==> config.mk <==
export PLATFORM = sky130hd
export DESIGN_NAME = add_sum_accum
export DESIGN_NICKNAME = d
export VERILOG_FILES = /design/src/rtl/add_sum_accum.sv
export SDC_FILE = /design/constraint.sdc
export NUM_CORES = 1
export LEC_CHECK = 0
export ABC_AREA = 1
export BUFFER_PORTS_ARGS = -buffer_cell sky130_fd_sc_hd__buf_2
export CAP_MARGIN = 15
export CELL_PAD_IN_SITES_DETAIL_PLACEMENT = 0
export CELL_PAD_IN_SITES_GLOBAL_PLACEMENT = 1
export CORE_ASPECT_RATIO = 1.5
export CORE_MARGIN = 4
export CORE_UTILIZATION = 40
export DETAILED_ROUTE_END_ITERATION = 6
export PLACE_DENSITY = 0.82
export SLEW_MARGIN = 10
export SYNTH_ARGS = -nofsm -noshare
export SYNTH_HDL_FRONTEND = slang
export SYNTH_SLANG_ARGS = --single-unit
export TNS_END_PERCENT = 5
==> constraint.sdc <==
create_clock -name clk -period 2.3 [get_ports clk]
set_input_delay 0.115 -clock clk [delete_from_list [all_inputs] [get_ports clk]]
set_output_delay 0.115 -clock clk [all_outputs]
set_load 0.1 [all_outputs]
==> src/rtl/add_sum_accum.sv <==
// -----------------------------------------------------------------------------
// add_sum_accum
//
// Purpose:
//   Consumes the 5-bit sums produced by the 4-bit adder stage on a valid/ready
//   handshake and accumulates them into a saturating running total. A block
//   closes after BLOCK_LEN samples or early on a flush pulse. The closed
//   block's total, sample count and saturation flag are then held on an
//   output valid/ready handshake until the consumer takes them.
//
// Parameters:
//   SUM_W     - width of the incoming sum (adder output width)
//   ACC_W     - width of the accumulated total
//   BLOCK_LEN - samples per block, legal range 1..255
//
// Ports:
//   clk       in   1      clock, all logic on the rising edge
//   rst       in   1      synchronous, active-high reset
//   in_valid  in   1      in_sum is valid this cycle
//   in_ready  out  1      block can accept a sum this cycle (registered)
//   in_sum    in   SUM_W  adder result, unsigned
//   flush     in   1      close the current block early (single-cycle pulse)
//   out_valid out  1      block result available (registered)
//   out_ready in   1      downstream takes the result
//   out_total out  ACC_W  saturated block total (registered)
//   out_count out  8      number of samples in the block (registered)
//   out_ovf   out  1      total saturated at least once in the block
// -----------------------------------------------------------------------------
module add_sum_accum #(
  parameter int SUM_W     = 5,
  parameter int ACC_W     = 12,
  parameter int BLOCK_LEN = 8
) (
  input  logic             clk,
  input  logic             rst,
  input  logic             in_valid,
  output logic             in_ready,
  input  logic [SUM_W-1:0] in_sum,
  input  logic             flush,
  output logic             out_valid,
  input  logic             out_ready,
  output logic [ACC_W-1:0] out_total,
  output logic [7:0]       out_count,
  output logic             out_ovf
);

  typedef enum logic [0:0] {
    ST_ACCUM = 1'b0,
    ST_HOLD  = 1'b1
  } state_e;

  // Compared against count+1 with one spare bit so the compare never wraps.
  localparam logic [8:0] BLOCK_LEN_C = 9'(BLOCK_LEN);

  // Saturating add: returns {overflow, clamped_sum}. The raw sum of an ACC_W
  // value and a narrower value fits in ACC_W+1 bits, so its top bit alone
  // says whether the clamp value 2^ACC_W-1 was exceeded.
  function automatic logic [ACC_W:0] sat_add(
    input logic [ACC_W-1:0] a,
    input logic [SUM_W-1:0] b
  );
    logic [ACC_W:0] raw;
    raw = {1'b0, a} + {{(ACC_W + 1 - SUM_W){1'b0}}, b};
    if (raw[ACC_W]) begin
      sat_add = {1'b1, {ACC_W{1'b1}}};
    end else begin
      sat_add = raw;
    end
  endfunction

  state_e           state_q,     state_d;
  logic [ACC_W-1:0] acc_q,       acc_d;
  logic [7:0]       count_q,     count_d;
  logic             ovf_q,       ovf_d;
  logic             in_ready_q,  in_ready_d;
  logic             out_valid_q, out_valid_d;
  logic [ACC_W-1:0] out_total_q, out_total_d;
  logic [7:0]       out_count_q, out_count_d;
  logic             out_ovf_q,   out_ovf_d;

  logic             accept_s;
  logic             close_s;
  logic [ACC_W:0]   sat_s;
  logic [8:0]       count_inc_s;

  assign in_ready  = in_ready_q;
  assign out_valid = out_valid_q;
  assign out_total = out_total_q;
  assign out_count = out_count_q;
  assign out_ovf   = out_ovf_q;

  // Next-state, accumulation and block-close decision.
  always_comb begin
    state_d     = state_q;
    acc_d       = acc_q;
    count_d     = count_q;
    ovf_d       = ovf_q;
    in_ready_d  = in_ready_q;
    out_valid_d = out_valid_q;
    out_total_d = out_total_q;
    out_count_d = out_count_q;
    out_ovf_d   = out_ovf_q;
    accept_s    = 1'b0;
    close_s     = 1'b0;
    sat_s       = sat_add(acc_q, in_sum);
    count_inc_s = {1'b0, count_q} + 9'd1;

    case (state_q)
      ST_ACCUM: begin
        // in_ready is high for the whole ACCUM state, so the state alone
        // qualifies the accept and in_ready never depends on in_valid.
        accept_s = in_valid;

        if (accept_s) begin
          acc_d   = sat_s[ACC_W-1:0];
          count_d = count_inc_s[7:0];
          ovf_d   = ovf_q | sat_s[ACC_W];
        end else begin
          acc_d   = acc_q;
          count_d = count_q;
          ovf_d   = ovf_q;
        end

        // A flush on an empty block with nothing arriving is ignored.
        if (accept_s && (count_inc_s == BLOCK_LEN_C)) begin
          close_s = 1'b1;
        end else if (flush && ((count_q != 8'd0) || accept_s)) begin
          close_s = 1'b1;
        end else begin
          close_s = 1'b0;
        end

        if (close_s) begin
          state_d     = ST_HOLD;
          in_ready_d  = 1'b0;
          out_valid_d = 1'b1;
          out_total_d = acc_d;
          out_count_d = count_d;
          out_ovf_d   = ovf_d;
        end else begin
          state_d     = ST_ACCUM;
          in_ready_d  = 1'b1;
          out_valid_d = 1'b0;
        end
      end

      ST_HOLD: begin
        // Result registers are left untouched so they stay stable until
        // the consumer takes them.
        if (out_ready) begin
          state_d     = ST_ACCUM;
          acc_d       = {ACC_W{1'b0}};
          count_d     = 8'd0;
          ovf_d       = 1'b0;
          in_ready_d  = 1'b1;
          out_valid_d = 1'b0;
        end else begin
          state_d     = ST_HOLD;
          in_ready_d  = 1'b0;
          out_valid_d = 1'b1;
        end
      end

      default: begin
        // Unreachable encoding: recover to an empty accumulating block.
        state_d     = ST_ACCUM;
        acc_d       = {ACC_W{1'b0}};
        count_d     = 8'd0;
        ovf_d       = 1'b0;
        in_ready_d  = 1'b1;
        out_valid_d = 1'b0;
      end
    endcase
  end

  // State, accumulator and registered-output flops with synchronous reset.
  always_ff @(posedge clk) begin
    if (rst) begin
      state_q     <= ST_ACCUM;
      acc_q       <= {ACC_W{1'b0}};
      count_q     <= 8'd0;
      ovf_q       <= 1'b0;
      in_ready_q  <= 1'b1;
      out_valid_q <= 1'b0;
      out_total_q <= {ACC_W{1'b0}};
      out_count_q <= 8'd0;
      out_ovf_q   <= 1'b0;
    end else begin
      state_q     <= state_d;
      acc_q       <= acc_d;
      count_q     <= count_d;
      ovf_q       <= ovf_d;
      in_ready_q  <= in_ready_d;
      out_valid_q <= out_valid_d;
      out_total_q <= out_total_d;
      out_count_q <= out_count_d;
      out_ovf_q   <= out_ovf_d;
    end
  end

endmodule

== Yosys cells after proc, flatten, opt, wreduce, memory -nomap -nowiden ==
Index checks and enable logic that the tools add are counted.

* Register bits: 44

* Add/subtract/negate cells: 2
* Equality and inequality tests: 2
* Muxes and demuxes: 19
* Bitwise gates (word level): 2
* Reductions and logical operators: 5

{| class="wikitable"
|+ Operator list
! operator !! number
|-
| $mux 12 || 2
|-
| $pmux 12 s2 || 1
|-
| $mux 8 || 2
|-
| $pmux 8 s2 || 1
|-
| $add 12x5->13 || 1
|-
| $mux 13 || 1
|-
| $add 8x1->9 const B || 1
|-
| $eq 9x4->1 const B || 1
|-
| $mux 1 || 9
|-
| $reduce_bool 8->1 || 1
|-
| $pmux 1 s2 || 3
|-
| $logic_and 1x1->1 || 2
|-
| $ne 2x2->1 const B || 1
|-
| $reduce_and 2->1 || 1
|-
| $logic_or 1x1->1 || 1
|-
| $not 1->1 || 1
|-
| $or 1x1->1 || 1
|}

== Longest topological paths before layout ==
Gate-level depths: netlist (run 1).

* Depth after elaboration: 8
* Mapped depth: 13

== Worst setup path after synthesis (run 1) ==
OpenSTA, ideal clock, no wires.

* Path kind: register to register
* Start: reg out_valid (netlist name)
* End: reg acc_q[7]
* Arrival time: 1.966 ns
* Required time: 2.229 ns
* Slack: 0.264 ns
* Stages on the path, launching flop included: 6
* Buffers on the path: 1
* Period minus slack after synthesis: 2.036 ns
* Path through: dfxtp_1 > inv_1 > nor2_1 > clkbuf_1 > nand2_1 > a21oi_1

{| class="wikitable"
|+ RTL lines
! element !! RTL line !! text
|-
| end signal, assigned || 180 || <nowiki>acc_q <= {ACC_W{1'b0}};</nowiki>
|-
| end, declared || 72 || <nowiki>logic [ACC_W-1:0] acc_q, acc_d;</nowiki>
|}

== Worst setup path in the final report (run 1) ==
* Start: reg acc_q[0]
* End: reg out_total_q[2], in the netlist out_total[2]

* Cells in the longest elaborated chain, start to end: 3

{| class="wikitable"
|+ RTL lines
! element !! RTL line !! text
|-
| $add 12x5->13 || 63 || <nowiki>raw = {1'b0, a} + {{(ACC_W + 1 - SUM_W){1'b0}}, b};</nowiki>
|-
| $mux 13 || 64 || <nowiki>if (raw[ACC_W]) begin</nowiki>
|-
| $mux 12 || 114 || <nowiki>if (accept_s) begin</nowiki>
|-
| end signal, assigned || 185 || <nowiki>out_total_q <= {ACC_W{1'b0}};</nowiki>
|-
| end signal, assigned || 195 || <nowiki>out_total_q <= out_total_d;</nowiki>
|-
| end, declared || 77 || <nowiki>logic [ACC_W-1:0] out_total_q, out_total_d;</nowiki>
|}

No other way between the ends.
A chain may end at the register's enable or synchronous reset.

==> reports/results.txt, run 1 <==
die width = 72.5 µm
Skew-Pair Late Insertion Delay = 0.29 ns
Tightest Pin Transition = 0.653 ns
total CTS buffers = 5
final hold violations = 0
CTS tree = yes
yosys warns = 0
post-synthesis sequential element count = 44
num ports = 33
HP Start = rst
1st-pass router iterations = 4
Mapped Area = 2490 µm²
n_diodes = 0
crit path launch = acc_q[0]$_SDFFE_PP0P_
vias = 2351
overall die area = 7590 µm²
status = completed
Detailed Route Iter0 Violations = 175
Synth Area in Adders = 0.0431
post-synthesis mux area share = 0
RSZ-0062 raised after global routing = false
largest net degree at the start of global routing = 33
maximum VDD drop = 0.000270 V
final period utilization = 0.893
Worst Path Max Fanout = 7
Tmin final = 2.05 ns
Hold WS = 0.256 ns
CP startpoint kind = flip-flop
Reg2Reg Setup Slack = 0.25 ns
Fmax = 487 MHz
most frequent cells in the layout = nand2_1 (105), nor2_1 (53), dfxtp_1 (44), inv_1 (37), nand3_1 (33)
row cnt = 35
final setup violation count = 0
critical path endpoint category = flip-flop
Hold Path Depth = 2
total grt overflow = 0
max-cap viol count = 0
r2r startpoint = acc_q[0]$_SDFFE_PP0P_
Gate Count Post-Synth = 380
hold-fix buffers at CTS = 0
GRT Total Usage = 0.166
Post-Route WL = 5830 µm
Setup CP Type = flip-flop to flip-flop
worst-case reg-to-reg path depth = 12
DIE HEIGHT = 105 µm
commonest non-fill, non-tap cell in the layout = nand2_1
initial core utilization = 0.410
Placer Congestion = 0.840
H-tree levels = 2
Pwr per Cell Area = 766 nW/µm²
Compound-Gate Fraction of Synth Area = 0.108
vias in the first global route = 2209
maximum clock path buffer count = 2
layout cells sized above 1 = 0.178
initial antenna violation count = 0
core area = 6090 µm²
Setup Skew = 0.00582 ns
WL per Instance = 12.0 µm
drt via density = 4.85
XOR/XNOR share of the synthesized area = 0.00702
Sink Count = 44
Pins Over Slew Limit = 0
CTS root buf = clkbuf_8
count of different cell masters after synthesis = 34
Final ANT Viol Nets = 0
PortBufs = 32
Post-DP HPWL = 4380 µm
combinational family with the most area after synthesis = simple AND/OR/NAND/NOR gates
Syn Nets = 398
Worst slew margin = 0.564
CP Capture Point = out_total[2]$_SDFFE_PP0P_
DRC viols = 0
nets = 428
Synth Area in Simple Gates = 0.402
Post-Syn Area per Cell = 6.57 µm²
setup_tns = 0 ns
leakage = 1.31 nW
Area Overhead vs Synth = 13.5%
Seq/Total Area, Yosys = 0.353
clock slew seen by the registers of the worst setup and hold paths = 0.08 ns
worst min path class = primary input to flip-flop
Final Power = 0.00217 W
Worst Path Required = 2.50 ns
CP arrival = 2.25 ns
first-pass GRT wire length = 10300 µm
RR Endpoint = out_total[2]$_SDFFE_PP0P_
[cell usage after synthesis, drive strengths merged]
master | instances | share of area
nor2 | 71 | 0.12
a31oi | 1 | 0.0025
xnor2 | 2 | 0.0070
or2 | 3 | 0.0075
nor3 | 1 | 0.0020
buf | 5 | 0.015
a22oi | 1 | 0.0030
inv | 37 | 0.056
nand4 | 3 | 0.0075
clkinv | 1 | 0.0015
o21ai | 15 | 0.030
a21o | 1 | 0.0030
o22ai | 6 | 0.015
o21a | 1 | 0.0030
ha | 7 | 0.035
dfxtp | 44 | 0.35
nand3b | 7 | 0.021
a21oi | 17 | 0.042
a2bb2oi | 1 | 0.0035
fa | 1 | 0.0080
nand3 | 36 | 0.076
clkbuf | 10 | 0.015
nand2 | 107 | 0.16
o21bai | 2 | 0.0060
[routing by layer]
| layer | global-route usage | share of wire | wire [µm] | vias to the layer above |
|---|---|---|---|---|
| li1 | - | - | - | 1261 |
| met1 | 0.228 | 0.49 | 2840 | 1034 |
| met2 | 0.261 | 0.44 | 2590 | 48 |
| met3 | 0.0241 | 0.051 | 298 | 8 |
| met4 | 0.0580 | 0.017 | 102 | 0 |
| met5 | 0 | 0 | 0 | - |
[worst max-delay path: stages (launching register included)]
cell and delay, ns:
dfxtp_1 0.33, ha_1 0.22, fa_1 0.40, nand2_1 0.08, nand3_1 0.12, nand3_1 0.10, nand2_1 0.11, nand3_2 0.18
inv_1 0.11, nor2_1 0.10, nand3_1 0.08, nand2_1 0.08, nor2_2 0.05
[sequential cells by signal, indices dropped and copies added, names as in the netlist]
register   count
out_count      8
ovf_q          1
count_q        8
out_total     12
acc_q         12
out_valid      1
in_ready       1
out_ovf        1
[final cells by class]
class	instances	area [µm²]
sequential	44	881
tap	74	92.6
multi-input combinational	283	1400
timing repair buffer	38	205
clock inverter	2	35.0
inverter	38	143
fill	654	3260
clock buffer	6	72.6
[kinds of logic after synthesis]
logic type      Yosys count
buf+inv                  53
simple gates            228
fa+ha+maj                 8
compound gates           45
flops                    44
xor+xnor                  2
[report_power, final]
| part | switching, W | internal (W) |
|---|---|---|
| registers | 0.0000435 | 0.000824 |
| clock network | 0.000257 | 0.000322 |
| logic | 0.000558 | 0.000162 |
[how the worst min path moves through the flow]
stage                           endpoint  slack [ns]
2_1_floorplan       out_valid$_SDFF_PP0_        0.18
3_3_place_gp   out_count[6]$_SDFFE_PP0P_        0.44
3_5_place_dp   out_count[4]$_SDFFE_PP0P_        0.45
4_1_cts          count_q[3]$_SDFFE_PP0P_        0.25
5_1_grt          count_q[7]$_SDFFE_PP0P_        0.27
6_report         count_q[6]$_SDFFE_PP0P_        0.26
[timing repair]
action / CTS / global route
buffers inserted: 0 / 0
resized for setup: 0 / 1
setup endpoints to repair: 0 / 9
[through the flow]
| stage | util | cells | area, µm² | setup slack (ns) |
|---|---|---|---|---|
| after global placement | 0.447 | 477 | 2720 | 0.200 |
| after global routing | 0.465 | 485 | 2830 | 0.00185 |
| after CTS | 0.464 | 485 | 2830 | 0.127 |
| final | 0.465 | 485 | 2830 | 0.247 |
| after floorplan | - | 380 | 2490 | 0.264 |
| after detailed placement | 0.447 | 477 | 2720 | 0.139 |
No activity file was read; power rests on OpenSTA's default activity.
==> run 2, diff against run 1 <==
--- a/config.mk
+++ b/config.mk
@@ -11,7 +11,6 @@
 export CELL_PAD_IN_SITES_DETAIL_PLACEMENT = 0
 export CELL_PAD_IN_SITES_GLOBAL_PLACEMENT = 1
 export CORE_ASPECT_RATIO = 1.5
-export CORE_MARGIN = 4
 export CORE_UTILIZATION = 40
 export DETAILED_ROUTE_END_ITERATION = 6
 export PLACE_DENSITY = 0.82
==> run 2 against run 1 <==
Via count rose by 1.0%. Cell area rose by 0.44%. Sequential share of layout area fell by 0.14 points. Final cell count did not move. Critical path depth did not move. Worst hold slack improved by 0.023 ns. Clock power rose by 3%. Critical path type unchanged.
==> reports/results.txt, run 2 (synthesis gave the netlist of run 1 again) <==
vias in the first global route = 2096 (-5.1%)
GRT Total Usage = 0.188 (+0.0227)
slowest cell on the critical path = fa_1
DIE HEIGHT = 98.7 µm (-5.7%)
drt via density = 4.90 (+1.0%)
worst min path class = primary input to flip-flop
CTS root buf = clkbuf_8
commonest non-fill, non-tap cell in the layout = nand2_1
total CTS buffers = 5 (unchanged)
Post-DP HPWL = 4180 µm (-4.5%)
CP arrival = 2.21 ns (-0.04 ns)
1st-pass router iterations = 4 (unchanged)
final period utilization = 0.874 (-0.0191)
overall die area = 6560 µm² (-14%)
most frequent cells in the layout = nand2_1 (105), nor2_1 (53), dfxtp_1 (44), inv_1 (37), nand3_1 (33)
Worst Path Required = 2.50 ns (about the same)
Detailed Route Iter0 Violations = 121 (-31%)
RR Endpoint = out_total[6]$_SDFFE_PP0P_
maximum clock path buffer count = 2 (unchanged)
Worst Hold End = acc_q[10]$_SDFFE_PP0P_
WL per Instance = 11.7 µm (-2.5%)
row cnt = 34 (-2.9%)
CP Cell Sequence = ha_1 -> fa_1 -> nand2_1 -> nand3_1 -> nand3_1 -> nand2_1 -> nand2_1 -> nand2_1 -> o21ai_0 -> nand3_1 -> nand2_1 -> nor2_2
worst-case reg-to-reg path depth = 12 (unchanged)
Sink Count = 44 (unchanged)
final setup violation count = 0 (unchanged)
initial antenna violation count = 0 (unchanged)
RSZ-0062 raised after global routing = false
n_diodes = 0 (unchanged)
critical path's most frequent cell = nand2_1
max-cap viol count = 0 (unchanged)
Pins Over Slew Limit = 0 (unchanged)
initial core utilization = 0.422 (+0.0121)
Tmin final = 2.01 ns (-0.0438 ns)
Hold Path Depth = 3 (+1)
Worst Path Max Fanout = 4 (-3)
H-tree levels = 2 (unchanged)
core area = 5910 µm² (-2.9%)
r2r startpoint = acc_q[0]$_SDFFE_PP0P_
Setup CP Type = flip-flop to flip-flop
Placer Congestion = 0.929 (+11%)
Finished Cell Area = 2840 µm² (+0.44%)
layout cells sized above 1 = 0.182 (+0.00398)
Worst slew margin = 0.554 (-0.0103)
DRC viols = 0 (unchanged)
Fmax = 498 MHz (+2.2%)
final hold violations = 0 (unchanged)
PortBufs = 32 (unchanged)
CP startpoint kind = flip-flop
maximum VDD drop = 0.000270 V (+0.16%)
total grt overflow = 0 (unchanged)
clock slew seen by the registers of the worst setup and hold paths = 0.09 ns (about the same)
first-pass GRT wire length = 9720 µm (-5.8%)
Worst path max stage delay = 0.40 ns (about the same)
setup_tns = 0 ns (unchanged)
Setup Skew = 0.00708 ns (+0.00126 ns)
nets = 430 (+0.47%)
HP Start = rst
Tightest Pin Transition = 0.669 ns (+0.0155 ns)
leakage = 1.32 nW (+0.73%)
Pwr per Cell Area = 769 nW/µm² (+0.49%)
critical path endpoint category = flip-flop
area post-placement = 2730 µm² (+0.46%)
Area Overhead vs Synth = 14.0%
CTS tree = yes
die width = 66.5 µm (-8.3%)
num ports = 33 (unchanged)
Skew-Pair Late Insertion Delay = 0.30 ns (about the same)
vias = 2375 (+1.0%)
largest net degree at the start of global routing = 25 (-24%)
Post-Route WL = 5690 µm (-2.5%)
Reg2Reg Setup Slack = 0.29 ns (+0.04 ns)
Final ANT Viol Nets = 0 (unchanged)
status = completed
-- run 2: layer usage --
metal / global-route usage / routed length (µm) / vias to the layer above
li1: - / - / 1269
met4: 0.0687 / 91 / 0
met2: 0.290 / 2460 / 40
met3: 0.0243 / 164 / 5
met5: 0 / 0 / -
met1: 0.265 / 2970 / 1061
-- run 2: where the power goes --
| part | switching (W) | total (W) | leakage, nW | internal (W) |
|---|---|---|---|---|
| Combinational | 0.000561 | 0.000725 | 0.907 | 0.000165 |
| Clock | 0.000276 | 0.000599 | 0.0552 | 0.000323 |
| Sequential | 0.0000402 | 0.000864 | 0.361 | 0.000824 |
| Total | 0.000877 | 0.00219 | 1.32 | 0.00131 |
-- run 2: how the worst max path moves through the flow --
| stage | from | end | slack (ns) |
|---|---|---|---|
| finish | acc_q[0]$_SDFFE_PP0P_ | out_total[6]$_SDFFE_PP0P_ | 0.29 |
| CTS | acc_q[0]$_SDFFE_PP0P_ | out_total[2]$_SDFFE_PP0P_ | 0.13 |
| global placement | acc_q[0]$_SDFFE_PP0P_ | out_total[2]$_SDFFE_PP0P_ | 0.19 |
| global route | acc_q[0]$_SDFFE_PP0P_ | out_total[2]$_SDFFE_PP0P_ | 0.09 |
| floorplan | out_valid$_SDFF_PP0_ | acc_q[7]$_SDFFE_PP0P_ | 0.26 |
| detailed placement | acc_q[0]$_SDFFE_PP0P_ | out_total[2]$_SDFFE_PP0P_ | 0.15 |
-- run 2: area by class of cell --
| class | count | area (µm²) |
|---|---|---|
| flip-flops and latches | 44 | 881 |
| fillers | 662 | 3070 |
| inverters | 38 | 143 |
| clock buffers | 6 | 72.6 |
| multi-input cells | 283 | 1400 |
| clock inverters | 2 | 35.0 |
| repair buffers | 40 | 220 |
| well taps | 72 | 90.1 |
-- run 2: critical path: cells and delay by family, from the launching register on --
kind                       cells  cell delay, ns
and+or+nand+nor                9            0.84
adders and majority gates      2            0.61
DFF                            1            0.33
AOI/OAI and AO/OA              1            0.12
-- run 2: repair_timing --
item | in CTS | in global routing
endpoints found under the setup margin | 0 | 4
hold buffers | 0 | 0
endpoints found under the hold margin | 0 | 0
buffers inserted | 0 | 0
gates resized for setup | 0 | 1
-- run 2: per-stage QoR --
step	util	power, W	hold WS (ns)	cells	worst slack (ns)
after global routing	0.481	0.00230	0.291	485	0.0899
after CTS	0.480	0.00220	0.281	485	0.127
after global placement	0.462	0.00161	0.443	477	0.193
after detailed placement	0.462	0.00161	0.452	477	0.152
after floorplan	-	0.00149	0.183	380	0.264
final	0.481	0.00219	0.279	485	0.291
==> run 3, diff against run 2 <==
--- a/config.mk
+++ b/config.mk
@@ -13,6 +13,7 @@
 export CORE_ASPECT_RATIO = 1.5
 export CORE_UTILIZATION = 40
 export DETAILED_ROUTE_END_ITERATION = 6
+export MAX_ROUTING_LAYER = met4
 export PLACE_DENSITY = 0.82
 export SLEW_MARGIN = 10
 export SYNTH_ARGS = -nofsm -noshare
==> run 3 against run 2 <==
Sequential power about the same. Utilization shrank 0.19 points. Flip-flop and latch count did not move. Critical path type unchanged. Critical endpoint is now out_total[2]$_SDFFE_PP0P_.
==> reports/results.txt, run 3 (synthesis gave the netlist of run 1 again) <==
status = completed
Placer Congestion = 0.846 (-8.9%)
Worst slew margin = 0.563 (+0.00897)
H-tree levels = 2 (unchanged)
final hold violations = 0 (unchanged)
Area Overhead vs Synth = 13.5%
clock slew seen by the registers of the worst setup and hold paths = 0.09 ns (about the same)
Pins Over Slew Limit = 0 (unchanged)
num ports = 33 (unchanged)
worst min path class = primary input to flip-flop
Sink Count = 44 (unchanged)
CTS tree = yes
DIE HEIGHT = 98.7 µm (unchanged)
CP startpoint kind = flip-flop
Fill cells = 634 (-4.2%)
Pwr per Cell Area = 774 nW/µm² (+0.54%)
setup_tns = 0 ns (unchanged)
register area = 881 µm² (unchanged)
RSZ-0062 raised after global routing = false
GR Layer Usage met2 = 0.298 (+0.00785)
core area = 5910 µm² (unchanged)
CP arrival = 2.24 ns (+0.03 ns)
Post-Route WL = 5830 µm (+2.5%)
first-pass GRT wire length = 10000 µm (+2.8%)
initial antenna violation count = 0 (unchanged)
leakage = 1.31 nW (-0.81%)
Final ANT Viol Nets = 0 (unchanged)
nets = 428 (-0.47%)
GRT Max-Usage Layer = met2
Setup CP Type = flip-flop to flip-flop
maximum clock path buffer count = 2 (unchanged)
Tmin final = 2.03 ns (+0.0219 ns)
drt via density = 4.91 (+0.29%)
final period utilization = 0.883 (+0.00953)
Detailed Route Iter0 Violations = 128 (+5.8%)
total grt overflow = 0 (unchanged)
total CTS buffers = 5 (unchanged)
DRC viols = 0 (unchanged)
n_diodes = 0 (unchanged)
max-cap viol count = 0 (unchanged)
Post-DP HPWL = 4210 µm (+0.72%)
Tightest Pin Transition = 0.655 ns (-0.0134 ns)
overall die area = 6560 µm² (unchanged)
Hold WS = 0.244 ns (-0.0341 ns)
vias in the first global route = 2124 (+1.3%)
Worst Path Required = 2.51 ns (about the same)
die width = 66.5 µm (unchanged)
WL per Instance = 12.1 µm (+2.9%)
Skew-Pair Late Insertion Delay = 0.31 ns (about the same)
GRT Total Usage = 0.203 (+0.0143)
vias = 2372 (-0.13%)
initial core utilization = 0.422 (unchanged)
critical path endpoint category = flip-flop
layout cells sized above 1 = 0.180 (-0.00155)
most frequent cells in the layout = nand2_1 (105), nor2_1 (53), dfxtp_1 (44), inv_1 (37), nand3_1 (33)
Setup Skew = 0.00751 ns (+0.000430 ns)
commonest non-fill, non-tap cell in the layout = nand2_1
final setup violation count = 0 (unchanged)
Worst Path Max Fanout = 7 (+3)
largest net degree at the start of global routing = 25 (unchanged)
met1 Track Usage GR = 0.278 (+0.0132)
Setup Buffers After CTS = 0 (unchanged)
PortBufs = 32 (unchanged)
row cnt = 34 (unchanged)
CTS root buf = clkbuf_8
1st-pass router iterations = 4 (unchanged)
maximum VDD drop = 0.000301 V (+11%)
Fmax = 492 MHz (-1.1%)
area of the multi-input gates = 1400 µm² (unchanged)
GRT met3 Usage = 0.0347 (+0.0104)
==> run 3: cell types whose count changed in the layout (fill, tap and decap cells not counted) <==
cell | previous run | this run
clkinvlp_4 | 0 | 1
clkbuf_1 | 1 | 0
buf_4 | 8 | 6
==> run 3: routing by layer <==
layer	part of all wire	vias up
li1	-	1266
met1	0.50	1049
met2	0.44	51
met3	0.038	6
met4	0.015	0
met5	0	-
==> run 3: worst paths after layout <==
| check | start | cells past startpoint | to | slack [ns] |
|---|---|---|---|---|
| hold reg to reg | out_count[5]$_SDFFE_PP0P_ | 2 | out_count[5]$_SDFFE_PP0P_ | 0.47 |
| setup reg to reg | acc_q[0]$_SDFFE_PP0P_ | 12 | out_total[2]$_SDFFE_PP0P_ | 0.27 |
| setup / recovery | acc_q[0]$_SDFFE_PP0P_ | 12 | out_total[2]$_SDFFE_PP0P_ | 0.27 |
| hold / removal | rst | 2 | ovf_q$_SDFFE_PP0P_ | 0.24 |
==> run 3: cell type report <==
| cell class | instances | share of cell area |
|---|---|---|
| Multi-Input combinational cell | 283 | 0.495 |
| Inverter | 38 | 0.0504 |
| Timing Repair Buffer | 38 | 0.0724 |
| Sequential cell | 44 | 0.311 |
| Tap cell | 72 | 0.0318 |
| Clock inverter | 3 | 0.0150 |
| Clock buffer | 5 | 0.0243 |
==> run 3: through the flow <==
step	cell area (µm²)	std cells	power (W)	utilization	setup slack [ns]
after floorplan	2490	380	0.00149	-	0.264
after global placement	2720	475	0.00160	0.459	0.201
after detailed placement	2720	475	0.00161	0.459	0.142
after CTS	2830	483	0.00221	0.478	0.132
after global routing	2830	483	0.00232	0.479	0.0597
final	2830	483	0.00219	0.479	0.269
==> run 3: timing repair <==
| action | 4_1_cts | 5_1_grt |
|---|---|---|
| setup endpoints to repair | 0 | 7 |
| hold buffers | 0 | 0 |
| gates resized for setup | 0 | 1 |
==> run 3: power breakdown <==
group / internal, W / switching (W) / total (W)
Clock: 0.000322 / 0.000282 / 0.000604
Combinational: 0.000163 / 0.000560 / 0.000723
Sequential: 0.000824 / 0.0000403 / 0.000864
==> run 3: worst max-delay path: stages, from the launching register on <==
cell and delay (ns):
dfxtp_1 0.33, ha_1 0.21, fa_1 0.40, nand2_1 0.07, nand3_1 0.12, nand3_1 0.11, nand2_1 0.11, nand3_2 0.18
inv_1 0.11, nor2_1 0.09, nand3_1 0.08, nand2_1 0.08, nor2_2 0.05
